File: config.mk
export PLATFORM = sky130hd
export DESIGN_NAME = jtframe_sdram_cmdgen_flat
export DESIGN_NICKNAME = d
export VERILOG_FILES = /design/src/rtl/jtframe_sdram_cmdgen_if.sv /design/src/rtl/jtframe_sdram_cmdgen.sv /design/src/flat_wrapper.sv
export SDC_FILE = /design/constraint.sdc
export NUM_CORES = 1
export LEC_CHECK = 0
export CORE_ASPECT_RATIO = 0.6
export CORE_MARGIN = 2
export CORE_UTILIZATION = 46
export CTS_CLUSTER_SIZE = 16
export DETAILED_ROUTE_END_ITERATION = 12
export DONT_BUFFER_PORTS = 1
export PLACE_DENSITY = 0.63
export SLEW_MARGIN = 20
export SYNTH_ARGS = -nofsm -noshare
export SYNTH_HDL_FRONTEND = slang
export SYNTH_SLANG_ARGS = --single-unit
export TNS_END_PERCENT = 1
File: constraint.sdc
create_clock -name clk -period 3.3 [get_ports clk]
set_input_delay 0 -clock clk [delete_from_list [all_inputs] [get_ports clk]]
set_output_delay 0 -clock clk [all_outputs]
set_load 0.03 [all_outputs]
File: src/rtl/jtframe_sdram_cmdgen_if.sv
// Request/response bus between game logic and the SDRAM command generator.
//   req  : access request, held by the master until ack
//   we   : 1 = write, 0 = read, sampled together with req
//   addr : word address (AW bits)
//   din  : write data
//   ack  : one-cycle pulse, write issued or read data valid
//   dout : read data, valid while ack is high for a read
interface jtframe_sdram_cmdgen_if #(parameter int AW = 22);
    logic          req;
    logic          we;
    logic [AW-1:0] addr;
    logic [15:0]   din;
    logic          ack;
    logic [15:0]   dout;

    modport master (output req, we, addr, din, input ack, dout);
    modport slave  (input req, we, addr, din, output ack, dout);
endinterface

File: src/rtl/jtframe_sdram_cmdgen.sv
// Single-port SDRAM command generator with closed-row (auto-precharge)
// policy, power-up initialisation and periodic auto-refresh.
//   clk, rst     : clock, asynchronous active-high reset
//   bus          : request/ack bus (slave side)
//   init_done    : high once the init sequence has completed
//   sdram_a/ba   : address and bank pins, held through NOP cycles
//   sdram_n*     : command {ncs,nras,ncas,nwe}
//   sdram_dqm    : byte masks, 2'b11 in reset, 0 afterwards
//   dq_out/dq_oe : write data and pad enable
//   dq_in        : read data from the pad
// Every output is registered; the FSM decides in one cycle and the command
// appears on the pins in the next.
module jtframe_sdram_cmdgen #(
    parameter int AW         = 22,
    parameter int TRCD       = 2,
    parameter int CL         = 2,
    parameter int TRP        = 2,
    parameter int TWR        = 2,
    parameter int TRFC       = 7,
    parameter int REF_PERIOD = 780,
    parameter int INIT_WAIT  = 10000
)(
    input  logic                  clk,
    input  logic                  rst,
    jtframe_sdram_cmdgen_if.slave bus,
    output logic                  init_done,
    output logic [12:0]           sdram_a,
    output logic [1:0]            sdram_ba,
    output logic                  sdram_ncs,
    output logic                  sdram_nras,
    output logic                  sdram_ncas,
    output logic                  sdram_nwe,
    output logic [1:0]            sdram_dqm,
    output logic [15:0]           dq_out,
    output logic                  dq_oe,
    input  logic [15:0]           dq_in
);
    // one counter serves every wait, so it must hold the largest of them
    localparam int CW  = $clog2(INIT_WAIT + TRFC + TWR + TRP + TRCD + CL + 2);
    localparam int RCW = $clog2(REF_PERIOD + 1);

    localparam logic [3:0] CMD_NOP = 4'b0111;
    localparam logic [3:0] CMD_ACT = 4'b0011;
    localparam logic [3:0] CMD_RD  = 4'b0101;
    localparam logic [3:0] CMD_WR  = 4'b0100;
    localparam logic [3:0] CMD_PRE = 4'b0010;
    localparam logic [3:0] CMD_REF = 4'b0001;
    localparam logic [3:0] CMD_MRS = 4'b0000;

    localparam logic [2:0]  CL3      = 3'(CL);
    // burst length 1, sequential, single-write burst
    localparam logic [12:0] MODE_VAL = {3'b000, 1'b1, 2'b00, CL3, 1'b0, 3'b000};

    typedef enum logic [2:0] {
        ST_INIT_WAIT, ST_INIT_PRE, ST_INIT_REF, ST_INIT_MODE,
        ST_IDLE, ST_ACT, ST_RD, ST_WAIT
    } state_t;

    state_t         state, state_n;
    logic [CW-1:0]  cnt, cnt_n;
    logic [CW-1:0]  wait_last, wait_last_n;   // last count of ST_WAIT
    logic           ref2, ref2_n;             // second init refresh done
    logic [3:0]     cmd, cmd_n;
    logic [12:0]    a_n;
    logic [1:0]     ba_n;
    logic [15:0]    dq_out_n, dout_n;
    logic           dq_oe_n, ack_n, init_done_n;
    logic           we_l, we_n;
    logic [8:0]     col_l, col_n;
    logic [15:0]    din_l, din_n;
    logic           ref_clr;
    logic [RCW-1:0] ref_cnt;
    logic           ref_pend;

    assign {sdram_ncs, sdram_nras, sdram_ncas, sdram_nwe} = cmd;

    always_comb begin
        state_n     = state;
        cnt_n       = cnt;
        wait_last_n = wait_last;
        ref2_n      = ref2;
        cmd_n       = CMD_NOP;
        a_n         = sdram_a;
        ba_n        = sdram_ba;
        dq_out_n    = dq_out;
        dq_oe_n     = 1'b0;
        ack_n       = 1'b0;
        dout_n      = bus.dout;
        init_done_n = init_done;
        we_n        = we_l;
        col_n       = col_l;
        din_n       = din_l;
        ref_clr     = 1'b0;
        case (state)
            ST_INIT_WAIT:
                if (cnt == CW'(INIT_WAIT - 1)) begin
                    cmd_n   = CMD_PRE;
                    a_n     = 13'h0400;     // A10: all banks
                    state_n = ST_INIT_PRE;
                    cnt_n   = '0;
                end else cnt_n = cnt + 1'b1;
            ST_INIT_PRE:
                if (cnt == CW'(TRP)) begin
                    cmd_n   = CMD_REF;
                    ref2_n  = 1'b0;
                    state_n = ST_INIT_REF;
                    cnt_n   = '0;
                end else cnt_n = cnt + 1'b1;
            ST_INIT_REF:
                if (cnt == CW'(TRFC)) begin
                    cnt_n = '0;
                    if (!ref2) begin
                        cmd_n  = CMD_REF;
                        ref2_n = 1'b1;
                    end else begin
                        cmd_n   = CMD_MRS;
                        a_n     = MODE_VAL;
                        ba_n    = 2'b00;
                        state_n = ST_INIT_MODE;
                    end
                end else cnt_n = cnt + 1'b1;
            ST_INIT_MODE:
                if (cnt == CW'(2)) begin
                    init_done_n = 1'b1;
                    state_n     = ST_IDLE;
                end else cnt_n = cnt + 1'b1;
            ST_IDLE:
                if (ref_pend) begin
                    cmd_n       = CMD_REF;
                    ref_clr     = 1'b1;
                    wait_last_n = CW'(TRFC - 1);
                    state_n     = ST_WAIT;
                    cnt_n       = '0;
                end else if (bus.req && init_done) begin
                    cmd_n   = CMD_ACT;
                    ba_n    = bus.addr[AW-1:AW-2];
                    a_n     = 13'(bus.addr[AW-3:9]);
                    we_n    = bus.we;
                    col_n   = bus.addr[8:0];
                    din_n   = bus.din;
                    state_n = ST_ACT;
                    cnt_n   = '0;
                end
            ST_ACT:
                if (cnt == CW'(TRCD - 1)) begin
                    a_n   = {2'b00, 1'b1, 1'b0, col_l};   // A10: auto-precharge
                    cnt_n = '0;
                    if (we_l) begin
                        cmd_n       = CMD_WR;
                        dq_oe_n     = 1'b1;
                        dq_out_n    = din_l;
                        ack_n       = 1'b1;
                        wait_last_n = CW'(TWR + TRP - 1);
                        state_n     = ST_WAIT;
                    end else begin
                        cmd_n   = CMD_RD;
                        state_n = ST_RD;
                    end
                end else cnt_n = cnt + 1'b1;
            ST_RD:
                // data is on dq_in CL cycles after READ; capture and ack together
                if (cnt == CW'(CL)) begin
                    dout_n      = dq_in;
                    ack_n       = 1'b1;
                    wait_last_n = CW'(TRP - 1);
                    state_n     = ST_WAIT;
                    cnt_n       = '0;
                end else cnt_n = cnt + 1'b1;
            ST_WAIT:
                if (cnt == wait_last) state_n = ST_IDLE;
                else cnt_n = cnt + 1'b1;
            default: state_n = ST_INIT_WAIT;
        endcase
    end

    always_ff @(posedge clk or posedge rst) begin
        if (rst) begin
            state     <= ST_INIT_WAIT;
            cnt       <= '0;
            wait_last <= '0;
            ref2      <= 1'b0;
            cmd       <= CMD_NOP;
            sdram_a   <= '0;
            sdram_ba  <= '0;
            sdram_dqm <= 2'b11;
            dq_out    <= '0;
            dq_oe     <= 1'b0;
            bus.ack   <= 1'b0;
            bus.dout  <= '0;
            init_done <= 1'b0;
            we_l      <= 1'b0;
            col_l     <= '0;
            din_l     <= '0;
        end else begin
            state     <= state_n;
            cnt       <= cnt_n;
            wait_last <= wait_last_n;
            ref2      <= ref2_n;
            cmd       <= cmd_n;
            sdram_a   <= a_n;
            sdram_ba  <= ba_n;
            sdram_dqm <= 2'b00;
            dq_out    <= dq_out_n;
            dq_oe     <= dq_oe_n;
            bus.ack   <= ack_n;
            bus.dout  <= dout_n;
            init_done <= init_done_n;
            we_l      <= we_n;
            col_l     <= col_n;
            din_l     <= din_n;
        end
    end

    // Free-running refresh timer. A wrap while a refresh is still pending
    // is simply absorbed; a wrap coinciding with the clear keeps it pending.
    always_ff @(posedge clk or posedge rst) begin
        if (rst) begin
            ref_cnt  <= '0;
            ref_pend <= 1'b0;
        end else if (ref_cnt == RCW'(REF_PERIOD - 1)) begin
            ref_cnt  <= '0;
            ref_pend <= 1'b1;
        end else begin
            ref_cnt <= ref_cnt + 1'b1;
            if (ref_clr) ref_pend <= 1'b0;
        end
    end
endmodule

File: src/flat_wrapper.sv
// flat-port wrapper written by rule: the top's interface ports become plain ports
module jtframe_sdram_cmdgen_flat 
#(
    parameter int AW         = 22,
    parameter int TRCD       = 2,
    parameter int CL         = 2,
    parameter int TRP        = 2,
    parameter int TWR        = 2,
    parameter int TRFC       = 7,
    parameter int REF_PERIOD = 780,
    parameter int INIT_WAIT  = 10000
)
  (clk, rst, init_done, sdram_a, sdram_ba, sdram_ncs, sdram_nras, sdram_ncas, sdram_nwe, sdram_dqm, dq_out, dq_oe, dq_in, bus_req, bus_we, bus_addr, bus_din, bus_ack, bus_dout);
  jtframe_sdram_cmdgen_if #(.AW(AW)) bus_i ();
  input  logic clk;
  input  logic rst;
  output logic init_done;
  output logic [12:0] sdram_a;
  output logic [1:0] sdram_ba;
  output logic sdram_ncs;
  output logic sdram_nras;
  output logic sdram_ncas;
  output logic sdram_nwe;
  output logic [1:0] sdram_dqm;
  output logic [15:0] dq_out;
  output logic dq_oe;
  input  logic [15:0] dq_in;
  input wire logic [$bits(bus_i.req)-1:0] bus_req;
  input wire logic [$bits(bus_i.we)-1:0] bus_we;
  input wire logic [$bits(bus_i.addr)-1:0] bus_addr;
  input wire logic [$bits(bus_i.din)-1:0] bus_din;
  output wire logic [$bits(bus_i.ack)-1:0] bus_ack;
  output wire logic [$bits(bus_i.dout)-1:0] bus_dout;
  assign bus_i.req = bus_req;
  assign bus_i.we = bus_we;
  assign bus_i.addr = bus_addr;
  assign bus_i.din = bus_din;
  assign bus_ack = bus_i.ack;
  assign bus_dout = bus_i.dout;
  jtframe_sdram_cmdgen #(.AW(AW), .TRCD(TRCD), .CL(CL), .TRP(TRP), .TWR(TWR), .TRFC(TRFC), .REF_PERIOD(REF_PERIOD), .INIT_WAIT(INIT_WAIT)) u_core (.clk(clk), .rst(rst), .bus(bus_i), .init_done(init_done), .sdram_a(sdram_a), .sdram_ba(sdram_ba), .sdram_ncs(sdram_ncs), .sdram_nras(sdram_nras), .sdram_ncas(sdram_ncas), .sdram_nwe(sdram_nwe), .sdram_dqm(sdram_dqm), .dq_out(dq_out), .dq_oe(dq_oe), .dq_in(dq_in));
endmodule
; After elaboration in Yosys (flattened, before gate mapping)
; Index checks and enable logic that the tools add are counted.
[word_totals]
ff_bits = 125
inputBits = 58
output_inout_bits = 56
elab_cells = 127
[classes]
n_addsub = 2
eq_ne = 28
n_mux = 60
bitwise_logic = 1
reduce_logical = 18
[op_table]
columns = cell, n
row1 = $mux W14, 12
row2 = $pmux W14 S7, 1
row3 = $mux W13, 6
row4 = $pmux W13 S4, 1
row5 = $pmux W14 S3, 1
row6 = $mux W3, 13
row7 = $pmux W3 S8, 1
row8 = $ne A2 B1 Y1 const B, 11
row9 = $pmux W4 S5, 1
row10 = $add A14 B1 Y14 const B, 1
row11 = $eq A14 B1 Y1 const B, 1
row12 = $eq A14 B14 Y1, 1
row13 = $eq A14 B14 Y1 const B, 1
row14 = $eq A14 B2 Y1 const B, 1
row15 = $eq A14 B3 Y1 const B, 1
row16 = $mux W1, 13
row17 = $eq A3 B3 Y1 const B, 4
row18 = $mux W4, 3
row19 = $reduce_and A3 Y1, 4
row20 = $add A10 B1 Y10 const B, 1
row21 = $eq A10 B10 Y1 const B, 1
row22 = $mux W10, 1
row23 = $reduce_and A5 Y1, 2
row24 = $reduce_and A9 Y1, 1
row25 = other kinds (16), 26

; Logic depth before layout (Yosys ltp)
[depth]
ltp_word = 4
ltp_mapped = 9
ltp_nobuf = 8

; Worst setup path before layout
; Ideal clock, no wire load.
[synth_timing]
path_type = register -> register
startpoint = reg u_core.cnt[8]
endpoint = reg u_core.cnt[8]
setup_time_ns = 0.136
arrival_ns = 2.005
t_required_ns = 3.164
path_slack_ns = 1.159
stages_incl_launch_ff = 8
path_buffers = 1
period_less_slack_ns = 2.141
cell_sequence = dfrtp_1 > nor4_2 > nand4_2 > a222oi_1 > nand3_2 > nand2b_2 > buf_4 > o311ai_1
[synth_via]
elab_chain_len = 3
elab_cells_between_ends = 16
cone_classes = 1 x add/sub / 7 x eq/ne / 7 x mux / 1 x reduce/logical
[synth_rtl]
columns = element, line
row1 = from (decl), jtframe_sdram_cmdgen.sv:60  ; logic [CW-1:0] cnt, cnt_n;
row2 = from (signal assigned), jtframe_sdram_cmdgen.sv:196  ; cnt <= cnt_n;
row3 = $add A14 B1 Y14 (tied with other cells), n/a
row4 = $mux W14 (tied with other cells), jtframe_sdram_cmdgen.sv:170  ; if (cnt == wait_last) state_n = ST_IDLE;
row5 = $pmux W14 S7 or $reduce_and A3 Y1 (tied branches), n/a
; Several ways; a longest one is shown, not always the timed one. The select of a mux whose other input is x is not followed.
; A chain may end at the register's enable or synchronous reset.

; Worst setup path in the final report
[layout_timing]
startpoint = reg u_core.cnt[8]
endpoint = reg u_core.sdram_a[8]
[layout_via]
elab_chain_len = 3
elab_cells_between_ends = 7
cone_classes = 6 x eq/ne / 1 x reduce/logical
[layout_rtl]
columns = element, line
row1 = $eq A14 B1 Y1 (tied with other cells), jtframe_sdram_cmdgen.sv:145  ; if (cnt == CW'(TRCD - 1)) begin
row2 = $ne A2 B1 Y1 (no line), n/a
row3 = $reduce_and A7 Y1 (no line) (*), n/a
row4 = to (signal assigned), jtframe_sdram_cmdgen.sv:200  ; sdram_a <= a_n;
row5 = to (decl), jtframe_sdram_cmdgen.sv:27  ; output logic [12:0] sdram_a,
; Every way passes the cells marked *; elsewhere a longest branch is shown, timed or not.

==> results_dict.tcl <==
set metrics [dict create \
    critPathRequiredTime_ns 3.52 \
    totalPowerFinal_w 0.00259 \
    clock_insertion_delay_worst_skew_ns 0.34 \
    critical_path_start "u_core.cnt[8]" \
    setup-violations-final 0 \
    cp-start-kind "register" \
    grt_antenna_before_repair 0 \
    cts_tree "built" \
    ys_top_cells_by_area "sky130_fd_sc_hd__dfrtp_1 53%, sky130_fd_sc_hd__mux2_2 15%, sky130_fd_sc_hd__nand2_1 2.4%" \
    fin_worst_skew_ns 0.00814 \
    core_um2 10600 \
    top_fanout_value_on_the_critical_path 11 \
    grt_remaining_overflow 0 \
    fmax_mhz 373 \
    hold_path_depth 3 \
    starting_drc_count_in_detailed_routing 181 \
    hold_path_class "input port to register" \
    yosys.cell_types.count 57 \
    final_core_utilization_pct 56.7 \
    reg2reg_path_depth 6 \
    initial_core_util_pct 47.3 \
    leakage_nw 2.78 \
    register_to_register_setup_slack_ns 0.62 \
    maxCapViolCount 0 \
    hold_vio_cnt_final 0 \
    outcome "completed" \
    num-fill-cells 890 \
    asyncSetResetFlopFracSynth_pct 100 \
    tns_ns 0 \
    drt_first_pass_iters 5 \
    diodes 0 \
    r2r-end "u_core.sdram_a[8]" \
    pin_count_of_the_biggest_net_entering_global_routing 83 \
    vias_per_cell 5.59 \
    finalHoldWorstSlack_ns 0.0289 \
    cts.sink_count 110 \
    via_count 3480 \
    max_slew_margin_pct 28.1 \
    layout-drive-gt1-share_pct 21.5 \
    antenna_left 0 \
    synth_sequential_area_ratio_pct 55.1 \
    worst_setup_hold_path_clk_slew_ns 0.07 \
    crit_path_end_kind "register" \
    finalNetCount 540 \
    crit_arrival_ns 2.91 \
    area_delta_synth_final_pct 19.9 \
    final_wtd_congestion 0.888 \
    grt_usage_pct 19.6 \
    synth.yosys.warnings 0 \
    portBuffers 0 \
    dp_worst_setup_slack_ns 0.652 \
    chipHeight_um 84.8 \
    cts_post_setup_buffers_inserted 0 \
    global_route_wire_length_before_repair_mm 18.4 \
    number_of_synthesized_flops_with_an_enable_pin 0 \
    cts-root-to-sink-buffers 2 \
    h-tree-depth 3 \
    totalWireLength_mm 11.0 \
    layout_worst_path_cycle_share_pct 81.3 \
    synth_area_um2 5010 \
    wl_per_cell_um 17.7 \
    count_of_pins_on_the_block_boundary 114 \
    yosysTopAreaCellShare_pct 53.0 \
    critPathSlowestCell "sky130_fd_sc_hd__mux2_1" \
    min-delay-start "bus_addr[14]" \
    synth_top_flop_cell "sky130_fd_sc_hd__dfrtp_1" \
    cts_buffers 9 \
    synth_largest_area_cell "sky130_fd_sc_hd__dfrtp_1" \
    first_global_vias 3488 \
    place.detailed.hpwl_mm 7.69 \
    timing.final.ws_setup_ns 0.617 \
    worstPathCellList "nor4_2 > and4_1 > a31oi_1 > nor3_2 > nand3_1 > mux2_1" \
    remaining_drcs 0 \
    worstSetupPathType "register to register" \
    whs_endpoint "u_core.sdram_a[5]" \
    dieArea_um2 11800 \
    r2r_start "u_core.cnt[8]" \
    final-max-slew-violation-count 0 \
    unrepaired_setup_endpoints_after_global_routing "no" \
    ys_seq_elements 110 \
    synthCells 425 \
    worst_path_largest_cell_delay_ns 0.49 \
    row_count 29 \
    period_needed_ns 2.68 \
    worst_pin_slew_ns 1.07 \
    die_w_um 139 \
    vdd_ir_drop_max_v 0.000333 \
    post_synth.cell_area_avg_um2 11.8 \
    clock_root_buffer "sky130_fd_sc_hd__clkbuf_16" \
    power_density_nw_per_um2 431 \
]
==> routing by layer <==
layer / vias to the layer above / share of wire, % / track usage, %
met3: 10 / 8.0 / 7.05
li1: 1616 / - / -
met2: 129 / 42 / 28.0
met4: 0 / 0.92 / 5.14
met5: - / 0 / 0
met1: 1725 / 49 / 28.6
==> how the worst max path moves through the flow <==
stage                         to
4_1_cts        u_core.sdram_a[8]
3_5_place_dp      u_core.cnt[11]
6_report       u_core.sdram_a[8]
2_1_floorplan     u_core.bus.ack
3_3_place_gp   u_core.sdram_a[8]
5_1_grt        u_core.sdram_a[8]
==> worst max-delay path, delay by kind of cell (launching register included) <==
family             cells  cell delay (ns)
and+or+nand+nor        4             1.46
muxes                  1             0.49
DFF                    1             0.45
AOI/OAI and AO/OA      1             0.17
==> state kept, by name, indices dropped and copies added, names as in the netlist, 3 cells and up <==
name and count:
u_core.col_l 9, u_core.sdram_a 11, u_core.ref_cnt 10, u_core.bus.dout 16, u_core.din_l 16, u_core.dq_out 16
u_core.cnt 14, u_core.state 3, u_core.cmd 3, u_core.wait_last 3
==> layout by cell type, fill, tap and decap left out, types with 5 or more instances in the layout <==
cell	n
sky130_fd_sc_hd__inv_1	8
sky130_fd_sc_hd__buf_4	7
sky130_fd_sc_hd__mux2i_1	11
sky130_fd_sc_hd__nand4_1	6
sky130_fd_sc_hd__dfrtp_1	106
sky130_fd_sc_hd__o21ai_0	13
sky130_fd_sc_hd__nand3_1	15
sky130_fd_sc_hd__o31ai_1	5
sky130_fd_sc_hd__dlygate4sd3_1	55
sky130_fd_sc_hd__xnor2_1	7
sky130_fd_sc_hd__mux2_2	68
sky130_fd_sc_hd__nand2_1	32
sky130_fd_sc_hd__and2_1	6
sky130_fd_sc_hd__nor2_1	30
sky130_fd_sc_hd__clkbuf_16	9
sky130_fd_sc_hd__or3_1	5
sky130_fd_sc_hd__nand2b_1	7
sky130_fd_sc_hd__a21oi_1	8
==> cells in the mapped netlist, types with 5 or more instances <==
master / number
sky130_fd_sc_hd__mux2i_1: 11
sky130_fd_sc_hd__nand2b_1: 7
sky130_fd_sc_hd__inv_1: 9
sky130_fd_sc_hd__dfrtp_1: 106
sky130_fd_sc_hd__a21oi_1: 8
sky130_fd_sc_hd__nand3_1: 15
sky130_fd_sc_hd__o21ai_0: 13
sky130_fd_sc_hd__xnor2_1: 7
sky130_fd_sc_hd__clkbuf_1: 14
sky130_fd_sc_hd__nand4_1: 6
sky130_fd_sc_hd__buf_4: 5
sky130_fd_sc_hd__or3_1: 5
sky130_fd_sc_hd__mux2_2: 68
sky130_fd_sc_hd__and2_1: 6
sky130_fd_sc_hd__o31ai_1: 5
sky130_fd_sc_hd__nor2_1: 30
sky130_fd_sc_hd__nand2_1: 32
==> stage by stage <==
stage	instances	area, µm²
2_1_floorplan	428	5020
3_3_place_gp	551	5140
3_5_place_dp	551	5140
4_1_cts	622	6000
5_1_grt	622	6000
6_report	622	6000
==> kinds of logic after synthesis <==
| logic type | Yosys count | share of synthesized area, % |
|---|---|---|
| AOI/OAI and AO/OA | 60 | 8.27 |
| xor gates and xnor gates | 10 | 1.75 |
| adders and majority gates | 4 | 1.00 |
| buffers and inverters | 32 | 2.87 |
| DFF | 110 | 55.1 |
| muxes | 80 | 17.7 |
| other | 1 | 0.0749 |
| and+or+nand+nor | 128 | 13.2 |
==> repair_timing <==
item,CTS,global route
hold buffers,55,0
endpoints found under the hold margin,130,0
resized for setup,0,0
==> layout make-up <==
| type | count | area (µm²) | area share, % |
|---|---|---|---|
| repair buffers | 62 | 603 | 10.0 |
| well taps | 139 | 174 | 2.90 |
| multi-input cells | 286 | 2120 | 35.3 |
| flip-flops and latches | 110 | 2760 | 45.9 |
| clock buffers | 11 | 243 | 4.04 |
| clock inverters | 5 | 65.1 | 1.08 |
| inverters | 9 | 38.8 | 0.646 |
==> where the power goes <==
group,switching [W],internal (W),total [W],leakage (nW)
Clock,0.000488,0.000618,0.00111,0.144
Combinational,0.0000432,0.0000527,0.0000959,1.23
Sequential,0.0000299,0.00136,0.00139,1.41
No activity file was read; power rests on OpenSTA's default activity.
